===== config.mk =====
export PLATFORM = sky130hd
export DESIGN_NAME = uart_rx_core
export DESIGN_NICKNAME = d
export VERILOG_FILES = /design/src/rtl/uart_pkg.sv /design/src/rtl/uart_rx_core.sv
export SDC_FILE = /design/constraint.sdc
export NUM_CORES = 1
export LEC_CHECK = 0
export ABC_AREA = 0
export CAP_MARGIN = 15
export CORE_MARGIN = 2
export CORE_UTILIZATION = 29
export CTS_BUF_LIST = sky130_fd_sc_hd__clkbuf_16
export CTS_CLUSTER_DIAMETER = 30
export CTS_CLUSTER_SIZE = 20
export DETAILED_ROUTE_END_ITERATION = 8
export DONT_BUFFER_PORTS = 1
export GPL_ROUTABILITY_DRIVEN = 0
export GPL_TIMING_DRIVEN = 0
export PLACE_DENSITY = 0.44
export SLEW_MARGIN = 5
export SYNTH_ARGS = -nofsm -noshare
export SYNTH_HDL_FRONTEND = slang
export SYNTH_SLANG_ARGS = --single-unit

===== constraint.sdc =====
create_clock -name clk -period 2 [get_ports clk]
set_input_delay 0.4 -clock clk [delete_from_list [all_inputs] [get_ports clk]]
set_output_delay 0.4 -clock clk [all_outputs]
set_load 0.01 [all_outputs]

===== src/rtl/uart_pkg.sv =====
// Shared constants and types for the UART receive path.
// Holds frame geometry (data bits, oversampling, stop ticks), the divisor
// width, FIFO sizing and the receiver FSM state encoding.
package uart_pkg;

  localparam int unsigned DBIT       = 8;   // data bits per frame
  localparam int unsigned SB_TICK    = 32;  // oversample ticks across both stop bits
  localparam int unsigned OVS        = 16;  // oversample ticks per bit
  localparam int unsigned FIFO_AW    = 2;   // FIFO address width
  localparam int unsigned FIFO_DEPTH = 1 << FIFO_AW;
  localparam int unsigned DIV_W      = 10;  // baud divisor width
  localparam int unsigned S_W        = 5;   // tick counter (needs 5 bits for STOP)
  localparam int unsigned N_W        = 3;   // data bit counter

  typedef enum logic [1:0] {
    IDLE  = 2'd0,
    START = 2'd1,
    DATA  = 2'd2,
    STOP  = 2'd3
  } rx_state_e;

endpackage


===== src/rtl/uart_rx_core.sv =====
// 16x oversampling UART receiver, 8N2, LSB first.
// Ports:
//   clk     - system clock
//   rst     - synchronous active-low reset
//   rx      - serial line, already synchronized to clk
//   s_tick  - oversample tick (1-cycle pulse)
//   rx_out  - last received byte, held until the next rx_done
//   rx_done - 1-cycle pulse when rx_out has been updated
module uart_rx_core
  import uart_pkg::*;
(
  input  logic            clk,
  input  logic            rst,
  input  logic            rx,
  input  logic            s_tick,
  output logic [DBIT-1:0] rx_out,
  output logic            rx_done
);

  rx_state_e       state_q, state_d;
  logic [S_W-1:0]  s_q, s_d;
  logic [N_W-1:0]  n_q, n_d;
  logic [DBIT-1:0] b_q, b_d;
  logic [DBIT-1:0] rx_out_q, rx_out_d;
  logic            rx_done_q, rx_done_d;

  // State and datapath registers
  always_ff @(posedge clk) begin
    if (!rst) begin
      state_q   <= IDLE;
      s_q       <= '0;
      n_q       <= '0;
      b_q       <= '0;
      rx_out_q  <= '0;
      rx_done_q <= 1'b0;
    end else begin
      state_q   <= state_d;
      s_q       <= s_d;
      n_q       <= n_d;
      b_q       <= b_d;
      rx_out_q  <= rx_out_d;
      rx_done_q <= rx_done_d;
    end
  end

  // Next-state and counter logic
  always_comb begin
    state_d = state_q;
    s_d     = s_q;
    n_d     = n_q;
    b_d     = b_q;
    unique case (state_q)
      IDLE: begin
        if (!rx) begin
          state_d = START;
          s_d     = '0;
        end
      end
      START: begin
        if (s_tick) begin
          // Mid start bit: confirm the line is still low, else treat as a glitch
          if (s_q == S_W'(OVS / 2 - 1)) begin
            if (!rx) begin
              state_d = DATA;
              s_d     = '0;
              n_d     = '0;
            end else begin
              state_d = IDLE;
            end
          end else begin
            s_d = s_q + S_W'(1);
          end
        end
      end
      DATA: begin
        if (s_tick) begin
          if (s_q == S_W'(OVS - 1)) begin
            b_d = {rx, b_q[DBIT-1:1]};
            s_d = '0;
            if (n_q == N_W'(DBIT - 1)) begin
              state_d = STOP;
            end else begin
              n_d = n_q + N_W'(1);
            end
          end else begin
            s_d = s_q + S_W'(1);
          end
        end
      end
      STOP: begin
        if (s_tick) begin
          // Stop-bit level is deliberately not checked
          if (s_q == S_W'(SB_TICK - 1)) begin
            state_d = IDLE;
          end else begin
            s_d = s_q + S_W'(1);
          end
        end
      end
      default: state_d = IDLE;
    endcase
  end

  // Output logic: deliver the byte at the end of the stop period
  always_comb begin
    rx_done_d = 1'b0;
    rx_out_d  = rx_out_q;
    if (state_q == STOP && s_tick && s_q == S_W'(SB_TICK - 1)) begin
      rx_done_d = 1'b1;
      rx_out_d  = b_q;
    end
  end

  assign rx_out  = rx_out_q;
  assign rx_done = rx_done_q;

endmodule


* Yosys cells after proc, flatten, opt, wreduce, memory -nomap -nowiden
Index checks and enable logic that the tools add are counted.
** Storage, ports and cells
- Register bits after elaboration :: 27
- Bits in latches :: 0
- Memory bits (writable) :: 0
- Bits in read-only memories :: 0
- Bits of input ports :: 4
- Output and inout bits :: 9
- Logic and storage cells :: 60
- Memories kept :: 0
** Operators by class
- Add/sub/neg operators :: 2
- $mul :: 0
- Divide/modulo/power cells :: 0
- $lt $le $gt $ge :: 0
- Eq/ne operators :: 18
- Shifts and indexed selects :: 0
- Mux-type cells :: 26
- Bitwise gates (word level) :: 0
- Reductions and logical operators :: 8
** Operators with widths (number)
- $mux W5 :: 7
- $ne A2 B2 Y1 const B :: 11
- $pmux W5 S4 :: 1
- $mux W2 :: 9
- $mux W3 :: 6
- $pmux W2 S4 :: 1
- $reduce_and A8 Y1 :: 1
- $reduce_and A7 Y1 :: 1
- $pmux W3 S2 :: 1
- $add A5 B1 Y5 const B :: 1
- $eq A5 B3 Y1 const B :: 1
- $eq A5 B4 Y1 const B :: 1
- $eq A5 B5 Y1 const B :: 1
- $eq A2 B2 Y1 const B :: 2
- $reduce_and A4 Y1 :: 1
- $add A3 B1 Y3 const B :: 1
- $eq A3 B3 Y1 const B :: 1
- $reduce_and A3 Y1 :: 1
- $eq A2 B1 Y1 const B :: 1
- $logic_and A1 B1 Y1 :: 2
- $logic_not A2 Y1 :: 1
- $reduce_bool A2 Y1 :: 1
- $mux W1 :: 1

* Logic depth before layout (Yosys ltp)
Gate-level depths: netlist of the first run.
- Depth in word-level cells :: 5
- Depth in mapped cells :: 7
- Mapped depth without buffers :: 7

* Worst setup path before layout of the first run
No wires, ideal clock.
- Path type :: register -> register
- From :: register s_q[0]
- To :: register s_q[1]
- Setup time :: 0.117 ns
- Arrival time :: 1.752 ns
- Required time :: 1.883 ns
- Slack :: 0.132 ns
- Stages on the path, launching flop included :: 8
- Path buffers :: 0
- Clock period less this slack :: 1.868 ns
- Cell sequence :: dfxtp_1 -> ha_1 -> and3_1 -> ha_1 -> mux2i_1 -> a32o_1 -> and2_1 -> a22o_1
** Between the ends
- Cells in the longest elaborated chain, start to end :: 4
- Elaborated cells on any way between the ends :: 13
- Classes of those cells :: 1 x add/sub; 4 x eq/ne; 7 x mux; 1 x reduce/logical
** RTL lines
- start: declaration :: line uart_rx_core.sv:21 : logic [S_W-1:0] s_q, s_d;
- start signal: assignment :: line uart_rx_core.sv:31 : s_q <= '0;
- start signal: assignment :: line uart_rx_core.sv:38 : s_q <= s_d;
- $add A5 B1 Y5 (tied with other cells) :: line uart_rx_core.sv:71, uart_rx_core.sv:86, uart_rx_core.sv:96
- $mux W5, on equally long branches :: line uart_rx_core.sv:93, uart_rx_core.sv:77, uart_rx_core.sv:62
- $mux W5, on equally long branches :: line uart_rx_core.sv:91, uart_rx_core.sv:60, uart_rx_core.sv:76
- $pmux W5 S4 :: line uart_rx_core.sv:52 : unique case (state_q)
Several ways; a longest one is shown, not always the timed one. The select of a mux whose other input is x is not followed.
A chain may end at the register's enable or synchronous reset.

* Final worst setup path of the first run
Same ends and word-level chain as after synthesis.

==> summary.md, run 1 <==
| Metric | Value |
|---|---|
| Status | `finished clean` |
| Pleak | `0.549 nW` |
| I/O Buffers | `0` |
| Sequential-to-total area share from yosys stat | `41.7%` |
| Reg-to-reg critical path startpoint | `s_q[0]` |
| Post-layout util | `34.0%` |
| Area contributors post-synth | `dfxtp_1, nand2_1, a21oi_1` |
| Worst hold start | `rx` |
| I/O pins | `13` |
| Multi-input gate area | `734 um^2` |
| Antenna-violating nets left | `0` |
| EDFF count, synth | `0` |
| Worst-Margin Slew | `0.502 ns` |
| Minimum clock period | `1.92 ns` |
| Initial core utilization | `30.0%` |
| Syn-to-layout area delta | `13.5%` |
| CP max FO | `4` |
| Critical path type | `flip-flop to flip-flop` |
| R2R depth | `7` |
| Warnings from Yosys | `0` |
| Synthesized flop and latch total | `27` |
| Cell Area, Placed | `0.00136 mm^2` |
| FF-to-FF setup slack | `0.08 ns` |
| Tightest Hold Check Type | `primary input to flip-flop` |
| Setup crit start kind | `flip-flop` |
| Ant. Diodes | `0` |
| CP Capture Type | `flip-flop` |
| Share of cells above drive strength 1 | `12.4%` |
| Final worst slack | `0.0785 ns` |
| Highest routed layer | `met4` |
| Mapped cell area | `0.00130 mm^2` |
| Number of levels in the clock H-tree | `1` |
| Die Wd | `70.9 um` |
| Power per Cell Area | `712 mW/mm^2` |
| Sequential cell area | `543 um^2` |
| Dpl ws | `-0.0755 ns` |
| WL met2 | `1180 um` |
| Hold depth | `2` |
| Worst R2R End | `s_q[1]` |
| Fillers | `466` |
| Largest net degree at the start of global routing | `17` |
| Die area | `0.00502 mm^2` |
| Initial antenna violation count | `0` |
| Placed cell count | `202` |
| Non-filler cells, final | `205` |
| GRT Util Overall | `10.6%` |
| Detailed router's first-iteration violation count | `26` |
| Critical path required time | `2.15 ns` |
| Clk pin slew, worst setup/hold paths | `0.07 ns` |
| TritonCTS clock tree | `done` |
| Synth Net Count | `160` |
| WL final | `2510 um` |
| Die height | `70.9 um` |
| VDD IR max | `415 uV` |
| Final Instance Area | `0.00147 mm^2` |
| Clock buffer depth | `2` |
| Cell count after synthesis | `150` |
| M1 wire length | `1240 um` |
| Final clock skew | `0.00472 ns` |
| Asr flop ratio synth | `0%` |
| Residual DRC | `0` |
| Vias | `983` |
| Number of unique standard cell types used by synthesis | `37` |
| Top cell type's share of synthesized area | `41.7%` |
| Achievable Freq | `0.520 GHz` |
| First-pass GRT wire length | `4330 um` |
| Gr ovfl total | `0` |
| Final net count | `164` |
| Slew HR | `66.5%` |
| Num rows | `24` |
| Total CTS buffers | `3` |
| # Post-CTS Setup Buffers | `0` |
| Max_cap viols | `0` |
| Core area | `0.00432 mm^2` |
| Hold EP | `b_q[7]` |
| Fin crit share | `96.1%` |
| Avg Vias per Cell | `4.80` |
| Unrepaired setup endpoints after global routing | `no` |
| Final setup vio count | `0` |
| # clock sinks | `27` |
| Root Driver | `clkbuf_16` |
| Leading area contributor after synthesis | `dfxtp_1` |
| Final Hold Vio Count | `0` |
| Drt pass-1 iters | `4` |
| Most used DFF post-synth | `dfxtp_1` |
| Total Neg Setup Slack | `0 ns` |
| Final number of max-transition violations | `0` |
| Clock Latency Late Sink | `0.26 ns` |
| Avg Cell Area, Syn | `8.64 um^2` |
| Vias in the first global route | `935` |
| Crit path arrival time | `2.07 ns` |
| Met3 Wirelength | `74 um` |
| Wirelength per Cell | `12.3 um` |
| HPWL after detailed placement | `1870 um` |
==> where the power goes <==
| group | internal, mW | total (mW) | switching, mW |
|---|---|---|---|
| Clock | 0.272 | 0.458 | 0.187 |
| Combinational | 0.0171 | 0.0468 | 0.0297 |
| Sequential | 0.541 | 0.543 | 0.00278 |
| Total | 0.829 | 1.05 | 0.219 |
==> routing by layer <==
metal  up-vias  track usage, %
met4         0            3.14
met3         2            1.71
met5         -               0
met2         9            18.3
met1       451            13.7
li1        521               -
==> per-stage QoR <==
| stage | hold slack, ns | power, mW |
|---|---|---|
| after CTS | 0.270 | 1.07 |
| final | 0.277 | 1.05 |
| after global placement | 0.448 | 0.600 |
| after floorplan | 0.432 | 0.591 |
| after global routing | 0.280 | 1.09 |
| after detailed placement | 0.458 | 0.601 |
==> placed cells by master, fill, tap and decap left out, drive strengths merged, types with 4 or more instances in the layout <==
| master | count |
|---|---|
| clkbuf | 5 |
| buf | 5 |
| nor2 | 9 |
| nand2 | 36 |
| a21oi | 18 |
| mux2i | 4 |
| ha | 6 |
| o21ai | 4 |
| dfxtp | 27 |
| nand3 | 5 |
==> what timing repair did <==
action                     4_1_cts  5_1_grt
setup endpoints to repair        9       11
hold endpoints to repair         0        0
hold buffers                     0        0
gates resized for setup          6        2
pin swaps                        1        1
==> flip-flops by register name, indices dropped and copies added (netlist names), named ones only <==
signal,count
state_q,1
n_q,3
rx_done,1
b_q,8
rx_out,8
s_q,5
==> cells in the mapped netlist (all sizes together) (2+ instances only) <==
| cell type | count |
|---|---|
| nand2 | 36 |
| dfxtp | 27 |
| a21oi | 18 |
| nor2 | 9 |
| ha | 6 |
| buf | 5 |
| nand3 | 5 |
| mux2i | 4 |
| o21ai | 4 |
| a22o | 3 |
| and3b | 3 |
| clkbuf | 3 |
| inv | 3 |
| nor2b | 2 |
| o21a | 2 |
==> how the worst max path moves through the flow <==
stage | startpoint | endpoint | slack [ns]
after CTS | s_q[0] | s_q[1] | 0.02
after detailed placement | s_q[0] | s_q[1] | -0.08
after global routing | s_q[0] | n_q[2] | 0.02
final | s_q[0] | s_q[1] | 0.08
after global placement | s_q[0] | s_q[1] | -0.06
after floorplan | s_q[0] | s_q[1] | 0.13
==> cell type report <==
class	count	share of cell area, %
Clock inverter	1	0.510
Sequential cell	27	36.9
Inverter	3	0.765
Multi-Input combinational cell	112	49.9
Buffer	7	2.38
Clock buffer	3	5.10
Tap cell	52	4.42
==> worst max-delay path: stages, from the launching register on <==
cell     delay [ns]
dfxtp_2        0.37
ha_4           0.17
and3_2         0.24
ha_2           0.25
mux2i_1        0.08
a32o_1         0.30
and2_1         0.19
a22o_1         0.22
==> cells by family (layout without fill, tap and decap cells) <==
group	Yosys count	count (layout)	synth area share [%]
adders and majority gates	6	6	5.79
xor gates and xnor gates	1	1	0.676
muxes	4	4	3.09
DFF	27	27	41.7
AOI/OAI and AO/OA	35	35	18.1
and+or+nand+nor	66	66	26.8
buffers and inverters	11	14	3.86
No activity file was read; power rests on OpenSTA's default activity.
==> run 2: changes to the inputs <==
--- a/config.mk
+++ b/config.mk
@@ -9,7 +9,7 @@
 export CAP_MARGIN = 15
 export CORE_MARGIN = 2
 export CORE_UTILIZATION = 29
-export CTS_BUF_LIST = sky130_fd_sc_hd__clkbuf_16
+export CTS_BUF_LIST = sky130_fd_sc_hd__clkbuf_4 sky130_fd_sc_hd__clkbuf_8
 export CTS_CLUSTER_DIAMETER = 30
 export CTS_CLUSTER_SIZE = 20
 export DETAILED_ROUTE_END_ITERATION = 8
==> run 2 against run 1 <==
Compared with the run above: highest routed layer unchanged; first-iteration DRC count unchanged; sequential cell count is the same; power is 13% lower; worst hold slack worse by 0.027 ns; largest power group unchanged; core utilization shrank 0.46 points; worst setup slack better by 0.0017 ns; largest cell class unchanged; cell count is 0.98% higher; critical path depth did not move; critical endpoint unchanged; non-clock buffer count increased by 2; wire length is 1.5% higher; count of clock-buffer cells in the layout did not move.
==> summary.md, run 2 (same netlist as run 1, synthesis figures left out) <==
| Metric | Value |
|---|---|
| Max_cap viols | `0 (unchanged)` |
| Final Instance Area | `0.00145 mm^2 (was 0.00147 mm^2)` |
| CP max FO | `5 (was 4)` |
| Total Neg Setup Slack | `0 ns (unchanged)` |
| GRT Util Overall | `10.8% (was 10.6%)` |
| Final clock skew | `0.00773 ns (was 0.00472 ns)` |
| Clock Latency Late Sink | `0.28 ns (was 0.26 ns)` |
| Achievable Freq | `0.521 GHz (was 0.520 GHz)` |
| Vias | `1003 (was 983)` |
| Fin crit share | `96.0% (was 96.1%)` |
| Drt pass-1 iters | `4 (unchanged)` |
| Setup crit start kind | `flip-flop (unchanged)` |
| FF-to-FF setup slack | `0.08 ns (about the same)` |
| TritonCTS clock tree | `done (unchanged)` |
| Hold depth | `2 (unchanged)` |
| Die Wd | `70.9 um (unchanged)` |
| Minimum clock period | `1.92 ns (about the same)` |
| Worst-Margin Slew | `0.488 ns (was 0.502 ns)` |
| Pint | `0.699 mW (was 0.829 mW)` |
| Share of cells above drive strength 1 | `12.9% (was 12.4%)` |
| Die area | `0.00502 mm^2 (unchanged)` |
| Initial core utilization | `30.0% (unchanged)` |
| HPWL after detailed placement | `1870 um (unchanged)` |
| First-pass GRT wire length | `4370 um (was 4330 um)` |
| Final setup vio count | `0 (unchanged)` |
| Status | `finished clean (unchanged)` |
| I/O Buffers | `0 (unchanged)` |
| Avg Vias per Cell | `4.85 (was 4.80)` |
| Placed cell count | `202 (unchanged)` |
| Critical path type | `flip-flop to flip-flop (unchanged)` |
| Sequential power share | `59.7% (was 51.8%)` |
| Detailed router's first-iteration violation count | `26 (unchanged)` |
| Commonest non-fill, non-tap cell in the layout | `nand2_1 (unchanged)` |
| Number of levels in the clock H-tree | `1 (unchanged)` |
| Final net count | `166 (was 164)` |
| Non-filler cells, final | `207 (was 205)` |
| Core area | `0.00432 mm^2 (unchanged)` |
| VDD IR max | `200 uV (was 415 uV)` |
| Sw Share | `23.1% (was 20.9%)` |
| I/O pins | `13 (unchanged)` |
| Wirelength per Cell | `12.3 um (about the same)` |
| Fillers | `472 (was 466)` |
| Unrepaired setup endpoints after global routing | `no (unchanged)` |
| Reg-to-reg critical path startpoint | `s_q[1] (was s_q[0])` |
| Vias in the first global route | `952 (was 935)` |
| Final number of max-transition violations | `0 (unchanged)` |
| Critical path required time | `2.17 ns (was 2.15 ns)` |
| Total CTS buffers | `3 (unchanged)` |
| Largest net degree at the start of global routing | `17 (unchanged)` |
| Gr ovfl total | `0 (unchanged)` |
| Worst R2R End | `s_q[1] (unchanged)` |
| Tightest Hold Check Type | `primary input to flip-flop (unchanged)` |
| Power per Cell Area | `626 mW/mm^2 (was 712 mW/mm^2)` |
| Final Hold Vio Count | `0 (unchanged)` |
| Syn-to-layout area delta | `12.0% (was 13.5%)` |
| Hold EP | `b_q[7] (unchanged)` |
| Cell Area, Placed | `0.00136 mm^2 (unchanged)` |
| Die height | `70.9 um (unchanged)` |
| Switch Pwr | `0.210 mW (was 0.219 mW)` |
| Worst hold start | `rx (unchanged)` |
| Ant. Diodes | `0 (unchanged)` |
| Clk pin slew, worst setup/hold paths | `0.10 ns (was 0.07 ns)` |
| Pleak | `0.543 nW (was 0.549 nW)` |
| Combinational share of power | `5.1% (was 4.5%)` |
| R2R depth | `7 (unchanged)` |
| Antenna-violating nets left | `0 (unchanged)` |
| WL final | `2550 um (was 2510 um)` |
| Clock buffer depth | `2 (unchanged)` |
| CP Capture Type | `flip-flop (unchanged)` |
| Commonest cells after routing, fill and taps aside | `nand2_1, dfxtp_1, a21oi_1 (unchanged)` |
| # clock sinks | `27 (unchanged)` |
| Residual DRC | `0 (unchanged)` |
| Clk pwr share | `35.2% (was 43.7%)` |
| Root Driver | `clkbuf_8 (was clkbuf_16)` |
| Num rows | `24 (unchanged)` |
| Crit path arrival time | `2.09 ns (was 2.07 ns)` |
| Slew HR | `67.5% (was 66.5%)` |
| Initial antenna violation count | `0 (unchanged)` |
-- run 2: cell types whose count changed in the layout (fill, tap and decap cells not counted), sizes merged --
cell | before | now
buf | 5 | 7
-- run 2: cell type report --
| cell class | instances | area [um^2] | area share (%) |
|---|---|---|---|
| Buffer | 7 | 35.0 | 2.41 |
| Clock buffer | 3 | 41.3 | 2.84 |
| Clock inverter | 1 | 7.51 | 0.517 |
| Inverter | 3 | 11.3 | 0.776 |
| Multi-Input combinational cell | 112 | 734 | 50.6 |
| Sequential cell | 27 | 542 | 37.3 |
| Tap cell | 52 | 65.1 | 4.48 |
| Timing Repair Buffer | 2 | 15.0 | 1.03 |
-- run 2: stage by stage --
step / hold slack [ns] / worst slack (ns) / power (mW) / util (%)
after floorplan: 0.432 / 0.132 / 0.591 / -
after global placement: 0.448 / -0.0576 / 0.600 / 31.5
after detailed placement: 0.458 / -0.0755 / 0.601 / 31.5
after CTS: 0.242 / 0.0110 / 0.926 / 32.8
after global routing: 0.251 / 0.00420 / 0.948 / 33.6
final: 0.250 / 0.0803 / 0.909 / 33.6
-- run 2: how the worst max path moves through the flow --
stage,startpoint,end,cells after the start
3_3_place_gp,s_q[0],s_q[1],7
6_report,s_q[1],s_q[1],7
2_1_floorplan,s_q[0],s_q[1],7
5_1_grt,s_q[1],s_q[1],7
4_1_cts,s_q[1],s_q[1],7
3_5_place_dp,s_q[0],s_q[1],7
-- run 2: per-layer routing --
| metal | wire, um | track usage, % |
|---|---|---|
| met1 | 1220 | 13.6 |
| met2 | 1190 | 18.5 |
| met3 | 98 | 1.71 |
| met4 | 38 | 4.40 |
| met5 | 0 | 0 |
-- run 2: timing repair --
action                                  in CTS  in global routing
buffers inserted                             0                  2
hold buffers                                 0                  0
resized for setup                            4                  3
endpoints found under the setup margin       9                 19
pin swaps                                    0                  2
-- run 2: critical path, cell delays in order, from the launching register on --
cell and delay (ns):
dfxtp_1 0.38, ha_2 0.24, and3_2 0.26, ha_4 0.17
mux2i_1 0.07, a32o_1 0.29, and2_1 0.18, a22o_1 0.22
-- run 2: power by group through the flow --
stage          Combinational, mW  Sequential [mW]  Clock, mW
2_1_floorplan             0.0370            0.554          0
5_1_grt                   0.0514            0.544      0.353
6_report                  0.0463            0.543      0.320
4_1_cts                   0.0469            0.543      0.337
3_5_place_dp              0.0464            0.555          0
3_3_place_gp              0.0456            0.555          0
==> run 3: changes to the inputs <==
--- a/config.mk
+++ b/config.mk
@@ -16,7 +16,7 @@
 export DONT_BUFFER_PORTS = 1
 export GPL_ROUTABILITY_DRIVEN = 0
 export GPL_TIMING_DRIVEN = 0
-export PLACE_DENSITY = 0.44
+export PLACE_DENSITY = 0.42
 export SLEW_MARGIN = 5
 export SYNTH_ARGS = -nofsm -noshare
 export SYNTH_HDL_FRONTEND = slang
==> run 3 against run 2 <==
Compared with the run above: worst hold slack improved by 0.0062 ns; highest routed layer unchanged; first-iteration DRC count rose to 2.6 times the previous value; critical path depth did not move; combinational power rose by 2%; power fell by 0.43%; clock skew fell by 0.0016 ns; worst setup slack improved by 0.053 ns; critical endpoint unchanged; via count rose by 2.6%.
==> summary.md, run 3 (same netlist as run 1, synthesis figures left out) <==
| Metric | Value |
|---|---|
| Final Hold Vio Count | `0 (unchanged)` |
| Vias in the first global route | `1011 (was 952)` |
| CP Capture Type | `flip-flop (unchanged)` |
| Hold_buf cts | `0 (unchanged)` |
| Final number of max-transition violations | `0 (unchanged)` |
| Critical path required time | `2.18 ns (was 2.17 ns)` |
| Fin crit share | `93.3% (was 96.0%)` |
| Num rows | `24 (unchanged)` |
| Clock Latency Late Sink | `0.27 ns (was 0.28 ns)` |
| VDD IR max | `365 uV (was 200 uV)` |
| Final Instance Area | `0.00146 mm^2 (was 0.00145 mm^2)` |
| Total CTS buffers | `3 (unchanged)` |
| Drt pass-1 iters | `4 (unchanged)` |
| Reg-to-reg critical path startpoint | `s_q[0] (was s_q[1])` |
| Final clock skew | `0.00610 ns (was 0.00773 ns)` |
| I/O Buffers | `0 (unchanged)` |
| WL final | `2750 um (was 2550 um)` |
| Avg Vias per Cell | `4.97 (was 4.85)` |
| Setup crit start kind | `flip-flop (unchanged)` |
| Achievable Freq | `0.536 GHz (was 0.521 GHz)` |
| Core area | `0.00432 mm^2 (unchanged)` |
| Die Wd | `70.9 um (unchanged)` |
| Placed cell count | `202 (unchanged)` |
| Largest net degree at the start of global routing | `16 (was 17)` |
| Non-filler cells, final | `207 (unchanged)` |
| Antenna-violating nets left | `0 (unchanged)` |
| Crit path arrival time | `2.04 ns (was 2.09 ns)` |
| Initial core utilization | `30.0% (unchanged)` |
| Critical path type | `flip-flop to flip-flop (unchanged)` |
| FF-to-FF setup slack | `0.13 ns (was 0.08 ns)` |
| Root Driver | `clkbuf_8 (unchanged)` |
| Detailed router's first-iteration violation count | `68 (was 26)` |
| Wirelength per Cell | `13.3 um (was 12.3 um)` |
| Pwr Total | `0.905 mW (was 0.909 mW)` |
| Vias | `1029 (was 1003)` |
| Initial antenna violation count | `0 (unchanged)` |
| Worst setup startpoint | `s_q[0] (was s_q[1])` |
| Number of levels in the clock H-tree | `1 (unchanged)` |
| Worst R2R End | `s_q[1] (unchanged)` |
| Minimum clock period | `1.87 ns (was 1.92 ns)` |
| Slew HR | `65.3% (was 67.5%)` |
| Commonest non-fill, non-tap cell in the layout | `nand2_1 (unchanged)` |
| Clk pin slew, worst setup/hold paths | `0.10 ns (about the same)` |
| Pleak | `0.543 nW (about the same)` |
| Final setup vio count | `0 (unchanged)` |
| Power per Cell Area | `622 mW/mm^2 (was 626 mW/mm^2)` |
| Cell Area, Placed | `0.00136 mm^2 (unchanged)` |
| Die height | `70.9 um (unchanged)` |
| Share of cells above drive strength 1 | `12.9% (unchanged)` |
| Commonest cells after routing, fill and taps aside | `nand2_1, dfxtp_1, a21oi_1 (unchanged)` |
| R2R depth | `7 (unchanged)` |
| HPWL after detailed placement | `1970 um (was 1870 um)` |
| # clock sinks | `27 (unchanged)` |
| Worst-Margin Slew | `0.520 ns (was 0.488 ns)` |
| CP max FO | `4 (was 5)` |
| I/O pins | `13 (unchanged)` |
| Gr ovfl total | `0 (unchanged)` |
| TritonCTS clock tree | `done (unchanged)` |
| Residual DRC | `0 (unchanged)` |
| Die area | `0.00502 mm^2 (unchanged)` |
| Syn-to-layout area delta | `12.4% (was 12.0%)` |
| Tightest Hold Check Type | `primary input to flip-flop (unchanged)` |
| Status | `finished clean (unchanged)` |
| Unrepaired setup endpoints after global routing | `no (unchanged)` |
| First-pass GRT wire length | `4690 um (was 4370 um)` |
| Ant. Diodes | `0 (unchanged)` |
| GRT Util Overall | `11.8% (was 10.8%)` |
| Clock buffer depth | `2 (unchanged)` |
| Worst Setup EP | `s_q[1] (unchanged)` |
| Max_cap viols | `0 (unchanged)` |
| Final net count | `166 (unchanged)` |
[run 3: cell types whose count changed in the layout (fill, tap and decap cells not counted)]
cell        change
buf_4           -1
clkbuf_1        +1
clkinv_2        +1
clkinvlp_4      -1
dfxtp_1         -1
dfxtp_2         +1
ha_2            -1
ha_4            +1
[run 3: per-layer routing]
layer | vias to the layer above | track usage (%) | wire length (um)
li1 | 530 | - | -
met1 | 484 | 14.8 | 1320
met2 | 13 | 20.5 | 1310
met3 | 2 | 3.28 | 98
met4 | 0 | 2.52 | 17
met5 | - | 0 | 0
[run 3: what timing repair did]
action / 4_1_cts / 5_1_grt
gates resized for setup: 6 / 3
pin swaps: 0 / 0
setup endpoints to repair: 21 / 14
setup buffers: 0 / 1
[run 3: report_power, final]
group          internal (mW)  switching [mW]
clock network          0.140           0.175
registers              0.541         0.00290
logic                 0.0170          0.0302
total                  0.697           0.208
[run 3: worst min-delay path by stage]
| stage | end | start | slack [ns] | depth (start not counted) |
|---|---|---|---|---|
| after CTS | b_q[7] | rx | 0.25 | 2 |
| after floorplan | rx_out[0] | b_q[0] | 0.43 | 2 |
| final | b_q[7] | rx | 0.26 | 2 |
| after detailed placement | rx_out[0] | b_q[0] | 0.46 | 2 |
| after global routing | b_q[7] | rx | 0.25 | 2 |
| after global placement | b_q[0] | b_q[0] | 0.45 | 2 |
[run 3: metrics by stage]
stage | utilization, % | hold WS, ns | setup WS, ns | TNS, ns
after global routing | 33.7 | 0.249 | 0.0154 | 0
after floorplan | - | 0.432 | 0.132 | 0
final | 33.7 | 0.256 | 0.133 | 0
after detailed placement | 31.5 | 0.458 | -0.0906 | -0.364
after CTS | 33.0 | 0.250 | 0.00807 | 0
after global placement | 31.5 | 0.445 | -0.0838 | -0.301
[run 3: final cells by class]
cell class / instances / area [um^2]
Buffer: 8 / 38.8
Clock buffer: 3 / 41.3
Clock inverter: 1 / 5.00
Fill cell: 462 / 2870
Inverter: 3 / 11.3
Multi-Input combinational cell: 112 / 744
Sequential cell: 27 / 543
Tap cell: 52 / 65.1
Timing Repair Buffer: 1 / 7.51
[run 3: worst max-delay path: stages (launching register included)]
cell	delay [ns]
dfxtp_2	0.39
ha_4	0.17
and3_2	0.25
ha_4	0.18
mux2i_1	0.08
a32o_1	0.29
and2_1	0.18
a22o_1	0.22
==> edit 1, RTL diff (config.mk and constraints of run 2) <==
Put one more register stage on the output `rx_out`, with the module's reset. The value now appears one clock later. The other outputs are not delayed to match. Comments in the files are not updated.
--- a/src/rtl/uart_rx_core.sv
+++ b/src/rtl/uart_rx_core.sv
@@ -111,7 +111,13 @@
     end
   end
 
-  assign rx_out  = rx_out_q;
+  always_ff @(posedge clk) begin
+    if (!rst) begin
+      rx_out <= '0;
+    end else begin
+      rx_out <= rx_out_q;
+    end
+  end
   assign rx_done = rx_done_q;
 
 endmodule
Function: same outputs for any inputs over 10 cycles, from zero or initial values and one cycle with rst low; that may be too few to reach the edited logic, so the function may still have changed.
==> edit 1 against run 2 <==
Worst setup slack worse by 0.0039 ns; sequential cell count rose by 8; synthesized area rose by 18%; non-clock buffer count stayed put; count of clock-buffer cells in the layout rose by 2; power increased by 52%; worst hold slack better by 0.0025 ns; wire length is 22% higher; sequential power up 29%; final area up 22%; die area increased by 17%; maximum frequency decreased by 0.20%.
==> edit 1: results (changes against run 2) <==
| Metric | Value |
|---|---|
| Initial drt markers | 70 (+170%) |
| Clock transition at path regs | 0.07 ns (-0.03 ns) |
| Drt via density | 4.60 (-5.0%) |
| N_diodes | 0 (unchanged) |
| Post-Synthesis Cells | 173 (+15%) |
| Layout Nets | 191 (+15%) |
| Internal | 1090 uW (+56%) |
| Post-route insts no fill | 252 (+22%) |
| Top Registers | b_q: 8 flops, rx_out: 8 flops, rx_out_q: 8 flops |
| Syn nets | 183 (+14%) |
| Synth top area cells | dfxtp_1, nand2_1, a21oi_1 |
| Crit path largest cell delay | 0.35 ns (-0.03 ns) |
| Clk buf depth | 2 (unchanged) |
| Global-route usage over all layers | 11.4% (+0.63 points) |
| Power share of the clock group | 44.8% (+9.6 points) |
| Cell depth of the worst flop-to-flop path | 7 (unchanged) |
| Largest net degree at the start of global routing | 13 (-4) |
| Reg2reg end | s_q[4] |
| Vias in the first global route | 1,106 (+16%) |
| EDFF count, synth | 0 (unchanged) |
| R2R Setup Slk | 0.08 ns |
| Clk. pwr | 620 uW (+94%) |
| Worst-Margin Slew | 0.465 ns (-0.0227 ns) |
| LEAKAGE | 0.000612 uW (+13%) |
| Register area share after synthesis | 45.9% (+4.2 points) |
| Final setup skew | 0.00431 ns (-0.00342 ns) |
| Combinational share of power | 4.3% (-0.8 points) |
| Worst Hold End | b_q[7] |
| Post-synth ARST share | 0% (unchanged) |
| Placed Cells | 243 (+20%) |
| WL/cell | 12.3 um (+0.12%) |
| Synth warn | 0 (unchanged) |
| Max IR drop VDD | 0.000275 V (+37%) |
| CTS Buf Count | 5 (+2) |
| Post_cts resized | 7 (+3) |
| Worst-path cell with the longest stage delay | dfxtp_2 |
| First-pass GRT wire length | 5380 um (+23%) |
| Layout cells sized above 1 | 17.0% (+4.1 points) |
| Hold Worst Slack | 0.252 ns (+0.00254 ns) |
| Initial antenna violation count | 0 (unchanged) |
| Synth cell count leaders | nand2_1, dfxtp_1, a21oi_1 |
| # H-tree levels | 2 (+1) |
| Placement Setup Slack | -0.135 ns (-0.0592 ns) |
| Crit-path leading delay family | compound AO/OA/AOI/OAI gates |
| Outcome | finished clean |
| Area after DPL | 1620 um2 (+19%) |
| Max FO, Critical Path | 4 (-1) |
| Synth unique cells | 43 (+16%) |
| Worst r2r src | s_q[0] |
| Final HPWL DP | 2320 um (+24%) |
| IO buf count | 0 (unchanged) |
==> edit 1: routing by layer <==
metal	routed length [um]	up-vias	global-route usage, %	share of wire, %
met5	0	-	0	0
met4	36	0	4.55	1.2
met3	92	4	2.84	3.0
met2	1480	17	18.0	47
met1	1500	529	15.1	48
li1	-	610	-	-
==> edit 1: how the worst max path moves through the flow <==
stage | cells after the start | start | slack (ns) | endpoint
floorplan | 7 | s_q[0] | 0.13 | s_q[2]
global placement | 8 | s_q[0] | -0.11 | b_q[2]
detailed placement | 8 | s_q[0] | -0.13 | b_q[1]
CTS | 8 | s_q[0] | 0.009 | b_q[2]
global route | 7 | s_q[0] | -0.02 | s_q[4]
finish | 7 | s_q[0] | 0.08 | s_q[4]
==> edit 1: worst reg2reg max path: stages, from the launching register on <==
cell and delay [ns]:
dfxtp_2 0.35, ha_4 0.18, and3_2 0.24, ha_1 0.24, a21bo_2 0.26, a21oi_1 0.20, o21ai_1 0.10, a32o_1 0.26
==> edit 1: kinds of logic (layout without fill, tap and decap cells) <==
kind of cell	after synthesis	after routing	share of synthesized area (%)
adder cells (fa/ha/maj)	6	6	4.91
flip-flops	35	35	45.9
multiplexers	2	2	1.64
buffers and inverters	15	24	4.18
AND/OR/NAND/NOR	71	71	25.6
AO/OA/AOI/OAI	44	44	17.8
==> edit 1: final cells by class <==
| cell class | instances | area (um2) |
|---|---|---|
| tap | 70 | 87.6 |
| buffer | 8 | 38.8 |
| multi-input combinational | 123 | 800 |
| clock inverter | 3 | 43.8 |
| clock buffer | 5 | 68.8 |
| fill | 565 | 3330 |
| timing repair buffer | 1 | 7.51 |
| inverter | 7 | 26.3 |
| sequential | 35 | 703 |
==> edit 2, RTL diff (settings of run 2) <==
Without the edit above. Change the package constant `N_W` from 3 to 6.
--- a/src/rtl/uart_pkg.sv
+++ b/src/rtl/uart_pkg.sv
@@ -10,7 +10,7 @@
   localparam int unsigned FIFO_DEPTH = 1 << FIFO_AW;
   localparam int unsigned DIV_W      = 10;  // baud divisor width
   localparam int unsigned S_W        = 5;   // tick counter (needs 5 bits for STOP)
-  localparam int unsigned N_W        = 3;   // data bit counter
+  localparam int unsigned N_W        = 6;   // data bit counter
 
   typedef enum logic [1:0] {
     IDLE  = 2'd0,
Behaviour: no difference found for any inputs over 10 cycles, from zero or initial values and one cycle with rst low; that may be too few to reach the edited logic, so the function may still have changed.
==> edit 2 against run 2 <==
Clock skew is essentially flat; sequential power grew 12%; worst setup slack gained 0.038 ns; highest routed layer unchanged; synthesized cell count grew 19%; final area grew 18%; non-clock buffer count shrank 2; synthesized area grew 10%; critical path depth is the same; sequential cell count grew 3; wire length grew 24%; clock power grew 140%; power grew 57%; critical path type unchanged; cell count grew 23%.
==> edit 2: results (changes against run 2) <==
| Metric | Value |
|---|---|
| Outcome | finished clean |
| Fraction of area in multi-input gates | 47.7% (-2.9 points) |
| # setup viols final | 0 (unchanged) |
| Worst-path cell with the longest stage delay | a311o_1 |
| WL/cell | 12.5 um (+1.2%) |
| Initial drt markers | 58 (+120%) |
| R2R Setup Slk | 0.12 ns (+0.04 ns) |
| Layout Nets | 195 (+17%) |
| Fill cells | 493 (+4.4%) |
| Drt via density | 4.91 (+1.4%) |
| Total wire length after detailed routing | 3170 um (+24%) |
| Synth top area cells | dfxtp_1, nand2_1, a21oi_1 |
| LEAKAGE | 0.000545 uW (+0.37%) |
| Hold Worst Slack | 0.259 ns (+0.00909 ns) |
| IO buf count | 0 (unchanged) |
| Register area share after synthesis | 42.1% (+0.41 points) |
| Buffering overhead | 1.98% (-1.5 points) |
| Worst Hold End | b_q[7] |
| Synth unique cells | 35 (-5.4%) |
| Non-clock buffer total of the final layout | 7 (-2) |
| Final clock-cell share | 8.36% (+5.0 points) |
| Layout cells sized above 1 | 16.0% (+3.1 points) |
| Setup crit end | n_q[5] |
| Crit path largest cell delay | 0.40 ns (+0.02 ns) |
| Multi-input comb cells | 134 (+20%) |
| Syn nets | 187 (+17%) |
| Storage element area | 602 um2 (+11%) |
| N_diodes | 0 (unchanged) |
| Max IR drop VDD | 0.000375 V (+88%) |
| WP data arrival | 2.11 ns (+0.02 ns) |
| Clock transition at path regs | 0.07 ns (-0.03 ns) |
| Global-route usage over all layers | 13.1% (+2.3 points) |
| Total negative setup slack | 0 ns (unchanged) |
| Crit-path leading delay family | compound AO/OA/AOI/OAI gates |
| CP startpoint | s_q[0] |
| Final HPWL DP | 2190 um (+17%) |
| Worst-Margin Slew | 0.526 ns (+0.0383 ns) |
| Placed Cells | 245 (+21%) |
| Post-Synthesis Cells | 178 (+19%) |
| Inverters excl. clock | 8 (+5) |
| Final setup skew | 0.00805 ns (+0.000323 ns) |
| First-pass GRT wire length | 5480 um (+25%) |
| Vias in the first global route | 1,164 (+22%) |
| Synth Register Bits | 30 (+11%) |
| # H-tree levels | 2 (+1) |
| Clkbuf count | 6 (+3) |
| Drt pass-1 iters | 4 (unchanged) |
| Post-synth ARST share | 0% (unchanged) |
| Largest net degree at the start of global routing | 11 (-6) |
| Synth cell count leaders | nand2_1, dfxtp_1, a21oi_1 |
| CTS Buf Count | 5 (+2) |
==> edit 2: cell count changes in the layout (fill, tap and decap cells not counted), moves of 3 or more <==
cell | run 2 | this run
a21oi_1 | 18 | 23
dfxtp_1 | 26 | 29
nand3_1 | 5 | 8
clkbuf_8 | 3 | 6
o221a_2 | 0 | 3
and3b_1 | 3 | 0
mux2i_1 | 4 | 1
inv_1 | 3 | 7
o21ai_0 | 4 | 9
nand2b_1 | 1 | 4
==> edit 2: through the flow <==
step	setup WS (ns)	area, um2	power [uW]
4_1_cts	0.00806	1670	1440
5_1_grt	0.00897	1710	1490
6_report	0.118	1710	1430
3_3_place_gp	0.0229	1510	668
2_1_floorplan	0.231	1430	656
3_5_place_dp	0.00122	1510	669
==> edit 2: per-layer routing <==
| layer | wire length [um] | up-vias | global-route usage, % |
|---|---|---|---|
| li1 | - | 653 | - |
| met1 | 1600 | 577 | 18.0 |
| met2 | 1430 | 13 | 19.3 |
| met3 | 84 | 5 | 3.66 |
| met4 | 48 | 0 | 5.45 |
| met5 | 0 | - | 0 |
==> edit 2: report_power, final <==
part / leakage [uW] / total, uW / switching (uW) / internal [uW]
Sequential: 0.000242 / 607 / 5.05 / 602
Combinational: 0.000231 / 54.8 / 37.5 / 17.3
Clock: 0.0000714 / 763 / 232 / 531
==> edit 2: logic make-up (layout without fill, tap and decap cells) <==
logic type	count (synthesis)	after routing	synth area share, %
and+or+nand+nor	77	77	25.6
AOI/OAI and AO/OA	51	51	23.2
DFF	30	30	42.1
buffers and inverters	14	23	3.95
adders and majority gates	5	5	4.39
muxes	1	1	0.702
==> edit 2: repair_timing <==
action                     4_1_cts  5_1_grt
resized for setup                3        8
hold buffers                     0        0
buffers inserted                 0        1
setup endpoints to repair        4       26
pin swaps                        0        2
